==> src/rtl/shift_chain_pkg.sv <==
// Shared types and levels for the shift-chain loader.
package shift_chain_pkg;

  typedef enum logic [1:0] {
    IDLE  = 2'd0,
    SHIFT = 2'd1,
    DONE  = 2'd2
  } state_t;

  localparam logic SHIFT_CHAIN_IDLE_LEVEL = 1'b1;
  localparam logic SHIFT_ACTIVE           = 1'b0;

endpackage

==> src/rtl/shift_chain_loader.sv <==
// Serialises a parallel word MSB first into a daisy-chain of shift cells.
// Optional SHIFT_CHAIN_PARITY_EN appends an odd-parity bit after load_data[0].
module shift_chain_loader #(
  parameter int unsigned WIDTH = 8
) (
  input  logic             clk,
  input  logic             rst,
  input  logic             load_valid,
  output logic             load_ready,
  input  logic [WIDTH-1:0] load_data,
  output logic             ser_out,
  output logic             shift_n,
  output logic             done
);
  import shift_chain_pkg::*;

  localparam int unsigned CNT_W = $clog2(WIDTH + 1);
`ifdef SHIFT_CHAIN_PARITY_EN
  localparam int unsigned LEN = WIDTH + 1;
`else
  localparam int unsigned LEN = WIDTH;
`endif
  localparam logic [CNT_W-1:0] LAST = CNT_W'(LEN - 1);

  state_t           state;
  logic [CNT_W-1:0] cnt;
  logic [LEN-1:0]   sreg;
  logic [LEN-1:0]   frame;

  // Bit stream as it must land in the chain; frame[LEN-1] leaves first.
`ifdef SHIFT_CHAIN_PARITY_EN
  assign frame = {load_data, ~^load_data};
`else
  assign frame = load_data;
`endif

  assign load_ready = (state == IDLE);

  // sreg holds the bits still to be sent, already advanced past the one on ser_out.
  always_ff @(posedge clk or posedge rst) begin
    if (rst) begin
      state   <= IDLE;
      cnt     <= '0;
      sreg    <= '1;
      shift_n <= ~SHIFT_ACTIVE;
      ser_out <= SHIFT_CHAIN_IDLE_LEVEL;
      done    <= 1'b0;
    end else begin
      done <= 1'b0;
      case (state)
        IDLE: begin
          if (load_valid) begin
            sreg    <= {frame[LEN-2:0], SHIFT_CHAIN_IDLE_LEVEL};
            ser_out <= frame[LEN-1];
            shift_n <= SHIFT_ACTIVE;
            cnt     <= '0;
            state   <= SHIFT;
          end
        end
        SHIFT: begin
          if (cnt == LAST) begin
            shift_n <= ~SHIFT_ACTIVE;
            ser_out <= SHIFT_CHAIN_IDLE_LEVEL;
            done    <= 1'b1;
            state   <= DONE;
          end else begin
            ser_out <= sreg[LEN-1];
            sreg    <= {sreg[LEN-2:0], SHIFT_CHAIN_IDLE_LEVEL};
            cnt     <= cnt + CNT_W'(1);
          end
        end
        DONE: state <= IDLE;
        default: state <= IDLE;
      endcase
    end
  end

endmodule

==> config.mk <==
export PLATFORM = sky130hd
export DESIGN_NAME = shift_chain_loader
export DESIGN_NICKNAME = d
export VERILOG_FILES = /design/src/rtl/shift_chain_pkg.sv /design/src/rtl/shift_chain_loader.sv
export SDC_FILE = /design/constraint.sdc
export NUM_CORES = 1
export LEC_CHECK = 0
export BUFFER_PORTS_ARGS = -buffer_cell sky130_fd_sc_hd__buf_2
export CORE_MARGIN = 2
export CORE_UTILIZATION = 50
export CTS_BUF_LIST = sky130_fd_sc_hd__clkbuf_2 sky130_fd_sc_hd__clkbuf_4 sky130_fd_sc_hd__clkbuf_8
export DETAILED_ROUTE_END_ITERATION = 12
export PLACE_DENSITY = 0.81
export SETUP_SLACK_MARGIN = 0.3
export SLEW_MARGIN = 10
export SYNTH_ARGS = -nofsm -noshare
export SYNTH_HDL_FRONTEND = slang
export SYNTH_SLANG_ARGS = --single-unit
==> constraint.sdc <==
create_clock -name clk -period 1.7 [get_ports clk]
set_input_delay 0.085 -clock clk [delete_from_list [all_inputs] [get_ports clk]]
set_output_delay 0.085 -clock clk [all_outputs]
set_load 0.01 [all_outputs]
* After elaboration in Yosys (flattened, before gate mapping)
Cells that the tools add are included.
** Word-level totals
- Flip-flop bits (word level) :: 17
- Output and inout bits :: 4
- Logic and storage cells :: 35
** Cells by class
- Add/sub/neg operators :: 1
- Equal/unequal tests :: 5
- Muxes and demuxes :: 17
- Reductions and logical operators :: 6
** Operator list (number)
- 2-to-1 mux 8 bit :: 2
- one-hot mux 8 bit (2 select lines) :: 1
- 2-to-1 mux 4 bit :: 2
- one-hot mux 4 bit (2 select lines) :: 1
- 2-to-1 mux 1 bit :: 6
- inequality test 2 bit (second input constant) :: 3
- AND reduction 3 bit :: 2
- adder 4 x 1 -> 4 bit (second input constant) :: 1
- equality test 4 x 3 -> 1 bit (second input constant) :: 1
- 2-to-1 mux 2 bit :: 2
- one-hot mux 1 bit (2 select lines) :: 2
- one-hot mux 2 bit (2 select lines) :: 1
- AND reduction 2 bit :: 2
- equality test 2 x 1 -> 1 bit (second input constant) :: 1
- zero test 2 bit :: 1
- nonzero test 2 bit :: 1

* Depth between registers and ports, before layout
- Depth in word-level cells :: 3
- Gate-level depth with buffers :: 5
- Gate-level depth less buffers :: 4

* Worst setup path after synthesis
Ideal clock, no wire load.
- Path kind :: reg-to-reg
- Start :: reg cnt[0]
- End :: reg sreg[6]
- Data arrival time :: 1431 ps
- Data required time :: 1618 ps
- Setup slack :: 187 ps
- Cell stages (with the launch flop) :: 6
- Buffers on the path :: 1
- Clock period less this slack :: 1513 ps
- Cell sequence :: dfrtp_1 > ha_1 > and3b_1 > a21oi_2 > buf_6 > mux2_2
** Between the ends
- Cells in the longest elaborated chain, start to end :: 3
** Ends and longest elaborated chain
- start, declared :: RTL line shift_chain_loader.sv:26 : logic [CNT_W-1:0] cnt;
- start signal, assigned :: RTL line shift_chain_loader.sv:69 : cnt <= cnt + CNT_W'(1);
- equality test 4 x 3 -> 1 bit :: RTL line shift_chain_loader.sv:61 : if (cnt == LAST) begin
- inequality test 2 bit (no line)
- AND reduction 3 bit (no line)
- end signal, assigned :: RTL line shift_chain_loader.sv:53 : sreg <= {frame[LEN-2:0], SHIFT_CHAIN_IDLE_LEVEL};
- end signal, assigned :: RTL line shift_chain_loader.sv:68 : sreg <= {sreg[LEN-2:0], SHIFT_CHAIN_IDLE_LEVEL};
- end, declared :: RTL line shift_chain_loader.sv:27 : logic [LEN-1:0] sreg;
No other way between the ends.
A chain may end at the register's enable or synchronous reset.

* Worst setup path in the final report
- Start :: reg cnt[0]
- End :: reg sreg[7]
Same word-level chain as after synthesis.

==> results_dict.tcl <==
set metrics [dict create \
    vias 583 \
    gp_congestion 0.720 \
    viasPerCell 5.45 \
    antenna_found_initial 0 \
    cts-htree-levels 1 \
    critPathRequiredTime_ns 1.92 \
    nFillCells 104 \
    end_kind "flip-flop" \
    clockBufferDepth 2 \
    synthesis.instances 64 \
    tightestPinTransition_ns 0.573 \
    post-route-min-period_ns 1.51 \
    synth_nets 76 \
    nets 104 \
    start_kind "flip-flop" \
    timing.final.crit_share 0.887 \
    cts_made_buffers 3 \
    syn_to_final_growth_pct 28.8 \
    grt_pass1_wl_um 2520 \
    synthesis.area_um2 800 \
    synth_warnings 0 \
    insertedDiodeCount 0 \
    dp_cells 94 \
    grtUsageTotal 0.182 \
    grt_pass1_vias 583 \
    layout.cells.non_filler 107 \
    synth_flop_cell "dfstp_2" \
    synth_area_leaders "dfstp_2 (30%), dfrtp_1 (22%), mux2_4 (15%)" \
    cp.arrival_ns 1.73 \
    ys_top_cells_by_count "dfstp_2 (9), mux2_4 (8), dfrtp_1 (7)" \
    dr.pass1.iters 4 \
    dp_hpwl_um 999 \
    antenna_left 0 \
    cap_violations 0 \
    yosysTopAreaCellShare 0.296 \
    seq_area_um2 412 \
    irDropWorstVdd_v 0.00111 \
    yosysSeqAreaShare 0.515 \
    cts_tree "done" \
    post_drt_wl_per_cell_um 14.2 \
    cp_max_fo 3 \
    p_per_area_nw_per_um2 2020 \
    critPathKind "flip-flop to flip-flop" \
    die_x_um 44.0 \
    grt_max_degree 17 \
    p_leak_nw 0.509 \
    drt_iter0_drc 12 \
    multi_input_area_um2 380 \
    placed_cell_area_um2 888 \
    cts.sinks 16 \
    drive_gt1_frac 0.637 \
    drt_wl_total_um 1520 \
    synth_edf_count 0 \
    status "completed" \
    drv_slew 0 \
    path_clk_slew_ns 0.09 \
    setup_violations 0 \
    core_um2 1510 \
    hold_path_class "input port to flip-flop" \
    design_area_um2 1030 \
    clock_latency_ns 0.28 \
    setup_tns_ns 0 \
    synth_most_common_cell "dfstp_2" \
    synth.distinct_cells 24 \
    grt_overflow 0 \
    drc 0 \
    fmax_ghz 0.663 \
    finClkSkew_ns 0.00109 \
    slew_headroom 0.618 \
    num_rows 14 \
    port-buffer-count 14 \
    root_buffer "clkbuf_4" \
    finalPower_mw 2.08 \
    io_pins 15 \
    hold_viol 0 \
    utilization 0.684 \
    initial_utilization 0.531 \
    rsz0062_at_grt "true" \
    yosysTopAreaCell "dfstp_2" \
    dieArea_um2 1930 \
    postSynthAreaPerCell_um2 12.5 \
    async_flop_share 1.00 \
    synth_seq_cells 16 \
    die_h_um 44.0 \
]
## stage by stage
| stage | hold WS (ns) | worst slack, ns |
|---|---|---|
| 2_1_floorplan | -0.00770 | 0.264 |
| 3_5_place_dp | 0.174 | 0.192 |
| 4_1_cts | 0.0282 | 0.209 |
| 6_report | 0.0347 | 0.191 |
| 5_1_grt | 0.0228 | 0.160 |
| 3_3_place_gp | 0.170 | 0.220 |
## cell families after synthesis
| group | share of synthesized area |
|---|---|
| and+or+nand+nor | 0.135 |
| DFF | 0.515 |
| muxes | 0.207 |
| AOI/OAI and AO/OA | 0.0814 |
| buffers and inverters | 0.0469 |
| adders and majority gates | 0.0156 |
## where the power goes
part	internal (mW)	switching, mW
sequential	0.604	0.123
combinational	0.659	0.451
clock	0.130	0.114
total	1.39	0.688
## sequential cells by signal, indices dropped and copies added, names as in the netlist
| name | count |
|---|---|
| state | 2 |
| done | 1 |
| cnt | 4 |
| sreg | 7 |
| ser_out | 1 |
| shift_n | 1 |
## layer usage
metal	track usage	up-vias	wire length, µm
met5	0	-	0
met4	0.0485	0	0
met3	0.0667	0	73
met2	0.315	16	778
met1	0.212	288	667
li1	-	279	-
## critical path: stages, from the launching register on
cell and delay (ns):
dfrtp_1 0.40, ha_2 0.19, and3b_2 0.22, a21oi_4 0.18, buf_4 0.14, mux2_2 0.32
## final cells by class
| cell class | instances | area share |
|---|---|---|
| Tap cell | 16 | 0.0194 |
| Timing Repair Buffer | 25 | 0.162 |
| Inverter | 4 | 0.0146 |
| Multi-Input combinational cell | 42 | 0.369 |
| Sequential cell | 16 | 0.400 |
| Clock buffer | 4 | 0.0352 |
## worst paths after layout
kind | depth (start not counted) | to | from | slack [ns]
setup / recovery | 5 | sreg[7] | cnt[0] | 0.19
hold / removal | 2 | sreg[1] | load_data[0] | 0.03
setup reg to reg | 5 | sreg[7] | cnt[0] | 0.19
hold reg to reg | 2 | ser_out | ser_out | 0.49
max in group asynchronous | 3 | sreg[5] | rst | 0.93
min in group asynchronous | 3 | cnt[0] | rst | 0.39
## cells in the final DEF, fill, tap and decap left out, drive strengths merged
cell type	instances
buf	24
nand2b	1
o21ai	4
nor2	3
or4	1
clkbuf	4
o31ai	1
mux2	12
dfstp	9
a21o	1
and3b	1
dfrtp	7
nand3b	1
a21oi	2
o21bai	1
nor3	1
and2b	1
nand2	3
ha	1
nand3	5
o22a	1
dlygate4sd3	1
nor2b	2
inv	4
## timing repair
action | in CTS | in global routing
hold buffers | 1 | 0
buffers inserted | 6 | 2
endpoints found under the setup margin | 7 | 11
pin swaps | 4 | 3
hold endpoints to repair | 7 | 0
resized for setup | 4 | 8
Note: power is estimated with default switching activity, not from simulation.
